`src/rtl/adsr_envelope.sv`:
```
// ADSR amplitude envelope applied to a signed ready/valid sample stream.
// The envelope advances one step per accepted sample; output is registered, latency 1.
module adsr_envelope #(
  parameter int unsigned width_p         = 24,
  parameter int unsigned env_width_p     = 16,
  parameter int unsigned attack_step_p   = 64,
  parameter int unsigned decay_step_p    = 16,
  parameter int unsigned sustain_level_p = 2**(env_width_p-1),
  parameter int unsigned release_step_p  = 32
) (
  input  logic                        clk_i,
  input  logic                        rst_i,
  input  logic                        gate_i,
  input  logic                        valid_i,
  input  logic signed [width_p-1:0]   data_i,
  output logic                        ready_o,
  output logic                        valid_o,
  output logic signed [width_p-1:0]   data_o,
  input  logic                        ready_i,
  output logic [env_width_p-1:0]      env_o,
  output logic                        busy_o
);

  localparam int unsigned prod_w = width_p + env_width_p + 1;
  localparam int unsigned ew1    = env_width_p + 1;

  localparam logic [env_width_p:0]   env_max_w = {1'b0, {env_width_p{1'b1}}};
  localparam logic [env_width_p:0]   attack_w  = ew1'(attack_step_p);
  localparam logic [env_width_p:0]   decay_w   = ew1'(decay_step_p);
  localparam logic [env_width_p:0]   release_w = ew1'(release_step_p);
  localparam logic [env_width_p-1:0] sustain_n = env_width_p'(sustain_level_p);
  localparam logic [env_width_p:0]   sustain_w = {1'b0, sustain_n};
  localparam logic [env_width_p-1:0] decay_n   = env_width_p'(decay_step_p);
  localparam logic [env_width_p-1:0] release_n = env_width_p'(release_step_p);

  typedef enum logic [2:0] {IDLE, ATTACK, DECAY, SUSTAIN, RELEASE} state_t;

  state_t                    state, state_next;
  logic [env_width_p-1:0]    env, env_next;
  logic [env_width_p:0]      env_w, up_w;
  logic                      accept;
  logic signed [prod_w-1:0]  sample_ext, env_ext, prod;
  logic signed [width_p-1:0] scaled;

  assign ready_o = !valid_o || ready_i;
  assign accept  = valid_i && ready_o;
  assign env_o   = env;
  assign busy_o  = (state != IDLE);

  assign env_w = {1'b0, env};
  assign up_w  = env_w + attack_w;

  // Arithmetic shift of the full product floors toward -inf before truncation.
  assign sample_ext = prod_w'(data_i);
  assign env_ext    = prod_w'({1'b0, env});
  assign prod       = sample_ext * env_ext;
  assign scaled     = width_p'(prod >>> env_width_p);

  always_comb begin
    state_next = state;
    env_next   = env;
    if (accept) begin
      case (state)
        IDLE: begin
          env_next = '0;
          if (gate_i) state_next = ATTACK;
        end
        ATTACK: begin
          if (!gate_i) begin
            state_next = RELEASE;
          end else if (up_w >= env_max_w) begin
            env_next   = '1;
            state_next = DECAY;
          end else begin
            env_next = up_w[env_width_p-1:0];
          end
        end
        DECAY: begin
          // Distance-to-floor compare avoids wrapping when the step exceeds env.
          if (!gate_i) begin
            state_next = RELEASE;
          end else if (env_w <= sustain_w || (env_w - sustain_w) <= decay_w) begin
            env_next   = sustain_n;
            state_next = SUSTAIN;
          end else begin
            env_next = env - decay_n;
          end
        end
        SUSTAIN: begin
          if (!gate_i) state_next = RELEASE;
        end
        RELEASE: begin
          if (gate_i) begin
            state_next = ATTACK;
          end else if (env_w <= release_w) begin
            env_next   = '0;
            state_next = IDLE;
          end else begin
            env_next = env - release_n;
          end
        end
        default: begin
          state_next = IDLE;
          env_next   = '0;
        end
      endcase
    end
  end

  always_ff @(posedge clk_i or posedge rst_i) begin
    if (rst_i) begin
      state <= IDLE;
      env   <= '0;
    end else begin
      state <= state_next;
      env   <= env_next;
    end
  end

  always_ff @(posedge clk_i or posedge rst_i) begin
    if (rst_i) begin
      valid_o <= 1'b0;
      data_o  <= '0;
    end else if (accept) begin
      valid_o <= 1'b1;
      data_o  <= scaled;
    end else if (ready_i) begin
      valid_o <= 1'b0;
    end
  end

endmodule

```
`config.mk`:
```
export PLATFORM = sky130hd
export DESIGN_NAME = adsr_envelope
export DESIGN_NICKNAME = d
export VERILOG_FILES = /design/src/rtl/adsr_envelope.sv
export SDC_FILE = /design/constraint.sdc
export NUM_CORES = 1
export LEC_CHECK = 0
export ABC_AREA = 0
export ABC_CLOCK_PERIOD_IN_PS = 6300
export CORE_ASPECT_RATIO = 0.8
export CORE_MARGIN = 5
export CORE_UTILIZATION = 41
export CTS_BUF_LIST = sky130_fd_sc_hd__clkbuf_8 sky130_fd_sc_hd__clkbuf_16
export CTS_CLUSTER_SIZE = 40
export DETAILED_ROUTE_END_ITERATION = 8
export PLACE_DENSITY = 0.64
export SLEW_MARGIN = 20
export SYNTH_ARGS = -nofsm -noshare
export SYNTH_HDL_FRONTEND = slang
export SYNTH_SLANG_ARGS = --single-unit
```
`constraint.sdc`:
```
create_clock -name clk_i -period 6.3 [get_ports clk_i]
set_clock_uncertainty 0.1 [all_clocks]
set_input_delay 1.89 -clock clk_i [delete_from_list [all_inputs] [get_ports clk_i]]
set_output_delay 1.89 -clock clk_i [all_outputs]
set_load 0.01 [all_outputs]
```
==> metrics.yaml, run 1 <==
grt_busiest_layer: "met2"
syn-cell-area_um2: 15400
numCtsBuffers: 5
yosysSeqAreaShare_pct: 6.67
globalplace.congestion: 0.916
cts_htree_levels: 2
crit_top_cell: "fa_1"
drt-pass1-iter-count: 5
critPathMaxFanout: 5
tightestPinTransition_ns: 0.956
setup_ws_ns: -1.13
fp.dieH_um: 183
multi_input_area_um2: 13000
drt_iter0_drc: 595
avgSynthCellArea_um2: 8.84
grt.met3_usage_pct: 4.02
yosysTopAreaCell: "fa_1"
grtUsageTotal_pct: 21.0
ant_nets: 0
wl_um: 40900
setup_violations: 24
die_w_um: 227
critPathLaunchType: "input port"
worstPathArrival_ns: 7.57
fmax_ghz: 0.135
start_util_pct: 41.5
fin_crit_sh_pct: 118
drc_errors: 0
core_um2: 37000
crit_slowest_cell: "fa_1"
postSynth.asyncResetShare_pct: 100
hold_violations: 0
dp_cells: 2397
cpLargestDelayFamily: "adder cells"
timing.setup.tns_ns: -20.34
cts_hold_buf: 0
pre_cts_ws_ns: -1.79
root_buffer: "clkbuf_16"
cp_num_buf_inv: 5
slew_headroom_pct: 36.2
synth_edf_count: 0
hpwl_um: 34000
syn_nets: 2223
status: "finished with violations"
die_area_um2: 41500
hold_path.class: "register to register"
overflow: 0
yosysMostFrequentCell: "inv_1"
cp_cell_sequence: "buf_8 -> buf_6 -> and2_1 -> fa_1 -> inv_1 -> fa_2 -> fa_1 -> fa_1 -> inv_2 -> fa_1 -> fa_1 -> ha_4 -> nand4_1 -> nor2_1 -> a2111o_1 -> nand4_1 -> o31ai_4 -> buf_12 -> a21boi_4 -> o21a_1 -> or3_1 -> nand3_2"
yosys-top-cells-area: "fa_1, inv_1, ha_1"
synth_warnings: 0
clock-sinks: 41
nets: 2434
met2_usage_pct: 33.9
routedWlPerCell_um: 16.8
num_io_pins: 72
num_vias: 12126
synthCells: 1739
cts.path.max_buffers: 2
synth_cell_type_count: 65
grt_max_degree: 42
layout-drive-gt1-share_pct: 22.2
final_core_util_pct: 51.9
antenna_found_initial: 1
areaGrowthSynthToFinish_pct: 25.0
max_stage_delay_ns: 0.56
yosys_register_bits: 41
num_rows: 63
timing.final.crit_period_ns: 7.43
grt_pass1_wl_um: 70200
synth_commonest_cells: "inv_1, fa_1, nand2_1, and2_1, ha_1"
cp.required_ns: 6.44
grt_pass1_vias: 13557
n_antenna_cell: 0
clock_latency_ns: 0.31
seqCellArea_um2: 1030
path_clk_slew_ns: 0.06
drt-vias-per-instance: 4.97
portBuffers: 71
cap_violations: 0
slew_violations: 0
instances_no_fill: 2438
end_kind: "register"
nFillCells: 3392
rsz0062_at_grt: "yes"
crit_type: "input port to register"
synthFlopType: "dfrtp_1"
cts_tree: "built"
met1_usage_pct: 29.3
violations: "setup timing"
synth_top_area_share_pct: 45.4
-- state kept, by name, summed over array words and instances (netlist names) --
signal	flops
data_o	24
env_o	13
state	3
valid_o	1
-- cell type report --
type	instances	area share (%)
Multi-Input combinational cell	1166	67.8
Timing Repair Buffer	301	14.2
Inverter	435	8.56
Sequential cell	41	5.35
Tap cell	487	3.17
Clock buffer	5	0.651
Clock inverter	3	0.202
-- through the flow --
step,instance area [um2],hold slack (ns)
after floorplan,15900,0.407
after global placement,18300,0.367
after detailed placement,18300,0.370
after CTS,19100,0.389
after global routing,19200,0.402
final,19200,0.384
-- path summary, 6_finish.rpt --
| check | endpoint | cells after the start | from | slack, ns |
|---|---|---|---|---|
| max | data_o[21]$_DFFE_PP0P_ | 22 | data_i[8] | -1.13 |
| min | data_o[5]$_DFFE_PP0P_ | 2 | data_o[5]$_DFFE_PP0P_ | 0.38 |
| max reg2reg | data_o[17]$_DFFE_PP0P_ | 23 | env_o[11]$_DFFE_PP0P_ | -0.02 |
| min reg2reg | data_o[5]$_DFFE_PP0P_ | 2 | data_o[5]$_DFFE_PP0P_ | 0.38 |
| max in group asynchronous | env_o[2]$_DFFE_PP0P_ | 2 | rst_i | 3.43 |
| min in group asynchronous | valid_o$_DFFE_PP0P_ | 2 | rst_i | 2.02 |
-- cells by family (layout without fill, tap and decap cells) --
group / count (synthesis) / in the layout / synth area share (%)
xor gates and xnor gates: 41 / 41 / 2.33
adders and majority gates: 458 / 458 / 54.2
and+or+nand+nor: 471 / 471 / 15.3
muxes: 2 / 2 / 0.146
DFF: 41 / 41 / 6.67
AOI/OAI and AO/OA: 194 / 194 / 8.20
buffers and inverters: 532 / 744 / 13.1
-- worst register-to-register path: cells and delay by family (launching register included) --
kind | cells | cell delay [ns]
AOI/OAI and AO/OA | 8 | 1.30
xor gates and xnor gates | 1 | 0.20
adders and majority gates | 7 | 3.13
buffers and inverters | 6 | 0.73
DFF | 1 | 0.66
and+or+nand+nor | 1 | 0.08
-- routing by layer --
layer	vias up	part of all wire (%)
li1	5599	-
met1	6115	45
met2	333	47
met3	77	5.4
met4	2	2.7
met5	-	0.017
-- cells in the final DEF, fill, tap and decap left out, types with 14 or more instances in the layout --
cell type	instances
clkdlybuf4s50_1	47
buf_4	190
and2_1	139
nand2_1	191
a21oi_1	40
fa_2	17
inv_2	37
nor2_1	18
xnor2_1	19
ha_1	92
a21o_1	14
o21ai_0	29
buf_6	30
xor2_1	15
inv_1	394
o21ai_1	20
and2_4	29
ha_4	14
dfrtp_1	40
buf_12	16
fa_1	332
-- timing repair --
action | CTS | global route
gates cloned | 3 | 0
resized for setup | 194 | 52
endpoints found under the setup margin | 24 | 24
hold endpoints to repair | 0 | 0
pin swaps | 116 | 53
buffers inserted | 33 | 6
Power of run 1 is not shown: default switching activity piles up to over one toggle a cycle in this logic, so the estimate is an artifact.
==> run 2: changes to the inputs <==
--- a/config.mk
+++ b/config.mk
@@ -7,6 +7,7 @@
 export LEC_CHECK = 0
 export ABC_AREA = 0
 export ABC_CLOCK_PERIOD_IN_PS = 6300
+export CAP_MARGIN = 20
 export CORE_ASPECT_RATIO = 0.8
 export CORE_MARGIN = 5
 export CORE_UTILIZATION = 41
@@ -14,6 +15,7 @@
 export CTS_CLUSTER_SIZE = 40
 export DETAILED_ROUTE_END_ITERATION = 8
 export PLACE_DENSITY = 0.64
+export REMOVE_ABC_BUFFERS = 1
 export SLEW_MARGIN = 20
 export SYNTH_ARGS = -nofsm -noshare
 export SYNTH_HDL_FRONTEND = slang
==> run 2 against run 1 <==
  * The run still ends with setup timing left
  * Cell count is 0.29% higher
  * Critical path depth did not move
  * Utilization is 0.33 points lower
  * Clock-buffer cell count stayed put
  * Register-to-register slack worse by 0.08 ns
  * Setup slack improved by 0.15 ns
  * Sequential share of layout area about the same
  * Global-route usage decreased by 0.37 points
  * Maximum frequency is 2.1% higher
  * Routed wire length up 1.5%
  * Via count increased by 0.24%
  * Critical endpoint is now data_o[18]$_DFFE_PP0P_
  * Highest routed layer is now met4
==> metrics.yaml, run 2 (synthesis results as in run 1) <==
drt-vias-per-instance: 4.97  # about the same
layout-drive-gt1-share_pct: 22.1  # -0.079 points
end_kind: "register"
cp_cell_sequence: "buf_8 -> buf_6 -> and2_4 -> fa_1 -> fa_1 -> fa_1 -> fa_1 -> fa_1 -> inv_1 -> fa_1 -> inv_2 -> ha_4 -> a21oi_2 -> o21a_1 -> buf_6 -> nand2_4 -> o31ai_4 -> o31a_1 -> o21bai_2 -> a31oi_1 -> xor2_1 -> o21ai_1"
grtUsageTotal_pct: 20.6  # -0.37 points
root_buffer: "clkbuf_16"
slew_violations: 0  # unchanged
n_antenna_cell: 0  # unchanged
crit_top_cell: "fa_1"
r2r_cells: 21  # -8.7%
num_vias: 12155  # +0.24%
crit_type: "input port to register"
hold_ws_ns: 0.387  # +0.00273 ns
num_io_pins: 72  # unchanged
grt_max_degree: 50  # +19%
ant_nets: 0  # unchanged
r2r-end: "data_o[16]$_DFFE_PP0P_"
globalplace.congestion: 0.855  # -6.7%
hold_violations: 0  # unchanged
num_rows: 63  # unchanged
cts.path.max_buffers: 2  # unchanged
cpLargestDelayFamily: "adder cells"
top_register: "data_o"
core_um2: 37000  # unchanged
crit_cells: 22  # unchanged
path_clk_slew_ns: 0.06  # about the same
setup_violations: 24  # unchanged
critPathMaxFanout: 5  # unchanged
portBuffers: 71  # unchanged
status: "finished with violations"
hold_path.class: "register to register"
violations: "setup timing"
layout_commonest_cell: "inv_1"
cp_num_buf_inv: 5  # unchanged
r2r_setup_slack_ns: -0.10  # -0.08 ns
nets: 2441  # +0.29%
startpoint: "data_i[7]"
die_area_um2: 41500  # unchanged
wl_um: 41500  # +1.5%
cts_tree: "built"
cp.required_ns: 6.36  # -0.08 ns
largest_register_ffs: 24  # unchanged
cap_violations: 0  # unchanged
worstPathArrival_ns: 7.34  # -0.23 ns
crit_path_end: "data_o[18]$_DFFE_PP0P_"
grt_pass1_vias: 13302  # -1.9%
setup_ws_ns: -0.981  # +0.149 ns
drt-pass1-iter-count: 5  # unchanged
start_util_pct: 41.5  # unchanged
drt_iter0_drc: 612  # +2.9%
critPathLaunchType: "input port"
rsz0062_at_grt: "yes"
crit_slowest_cell: "fa_1"
tightestPinTransition_ns: 0.740  # -0.216 ns
cts_htree_levels: 2  # unchanged
cts_hold_buf: 0  # unchanged
routedWlPerCell_um: 17.0  # +1.2%
fin_crit_sh_pct: 116  # -2.4 points
overflow: 0  # unchanged
antenna_found_initial: 0  # -1
areaGrowthSynthToFinish_pct: 24.2
timing.final.crit_period_ns: 7.28  # -0.149 ns
final_cell_mix: "inv_1, fa_1, buf_4"
fmax_ghz: 0.137  # +2.1%
clock_latency_ns: 0.29  # -0.02 ns
numCtsBuffers: 5  # unchanged
clock-sinks: 41  # unchanged
die_w_um: 227  # unchanged
grt_pass1_wl_um: 69500  # -0.96%
drc_errors: 0  # unchanged
hpwl_um: 34400  # +1.2%
fp.dieH_um: 183  # unchanged
max_stage_delay_ns: 0.53  # -0.03 ns
r2r_start: "env_o[5]$_DFFE_PP0P_"
slew_headroom_pct: 50.7  # +14 points
-- run 2: area by class of cell --
type	instances	area, um2
Timing Repair Buffer	308	2640
Tap cell	487	609
Multi-Input combinational cell	1166	13000
Clock inverter	3	42.5
Sequential cell	41	1030
Clock buffer	5	125
Fill cell	3384	18000
Inverter	435	1640
-- run 2: worst reg2reg max path: stages, from the launching register on --
cell and delay [ns]:
dfrtp_1 0.82, buf_4 0.37, and2_1 0.20, fa_1 0.41, inv_1 0.08, fa_2 0.44
fa_1 0.39, inv_1 0.07, fa_1 0.44, fa_1 0.53, fa_1 0.47, ha_4 0.30
buf_4 0.10, nand4_1 0.15, a21oi_2 0.14, o211a_1 0.22, o31ai_4 0.10, o31a_1 0.36
nor2_2 0.15, a31oi_1 0.11, xor2_1 0.22, o21ai_1 0.08
-- run 2: timing repair --
| action | 4_1_cts | 5_1_grt |
|---|---|---|
| setup buffers | 30 | 12 |
| cloned | 1 | 0 |
| pin swaps | 107 | 117 |
| gates resized for setup | 183 | 130 |
| endpoints found under the setup margin | 24 | 24 |
-- run 2: layer usage --
metal  global-route usage [%]  wire length (um)  vias up
met5                        0                 0        -
met4                     3.73               771        0
met3                     2.98              2570       49
met2                     34.1             19400      353
met1                     29.4             18700     6156
li1                         -                 -     5597
-- run 2: worst min path at each step --
stage | from | to | slack, ns | cells past startpoint
4_1_cts | data_o[11]$_DFFE_PP0P_ | data_o[11]$_DFFE_PP0P_ | 0.39 | 2
2_1_floorplan | data_o[11]$_DFFE_PP0P_ | data_o[11]$_DFFE_PP0P_ | 0.41 | 2
6_report | data_o[11]$_DFFE_PP0P_ | data_o[11]$_DFFE_PP0P_ | 0.39 | 2
3_3_place_gp | data_o[11]$_DFFE_PP0P_ | data_o[11]$_DFFE_PP0P_ | 0.36 | 2
5_1_grt | data_o[7]$_DFFE_PP0P_ | data_o[7]$_DFFE_PP0P_ | 0.42 | 2
3_5_place_dp | data_o[11]$_DFFE_PP0P_ | data_o[11]$_DFFE_PP0P_ | 0.36 | 2
-- run 2: stage by stage --
step	instance area [um2]	instances	setup WS (ns)	utilization, %	TNS (ns)
2_1_floorplan	15000	1642	-1.16	-	-20.39
3_3_place_gp	17800	2396	-1.85	48.2	-39.15
3_5_place_dp	17800	2396	-2.03	48.2	-42.45
4_1_cts	18700	2435	-1.03	50.5	-20.12
5_1_grt	19100	2445	-1.16	51.5	-23.72
6_report	19100	2445	-0.981	51.5	-19.46
Power of run 2 is left out for the same reason.
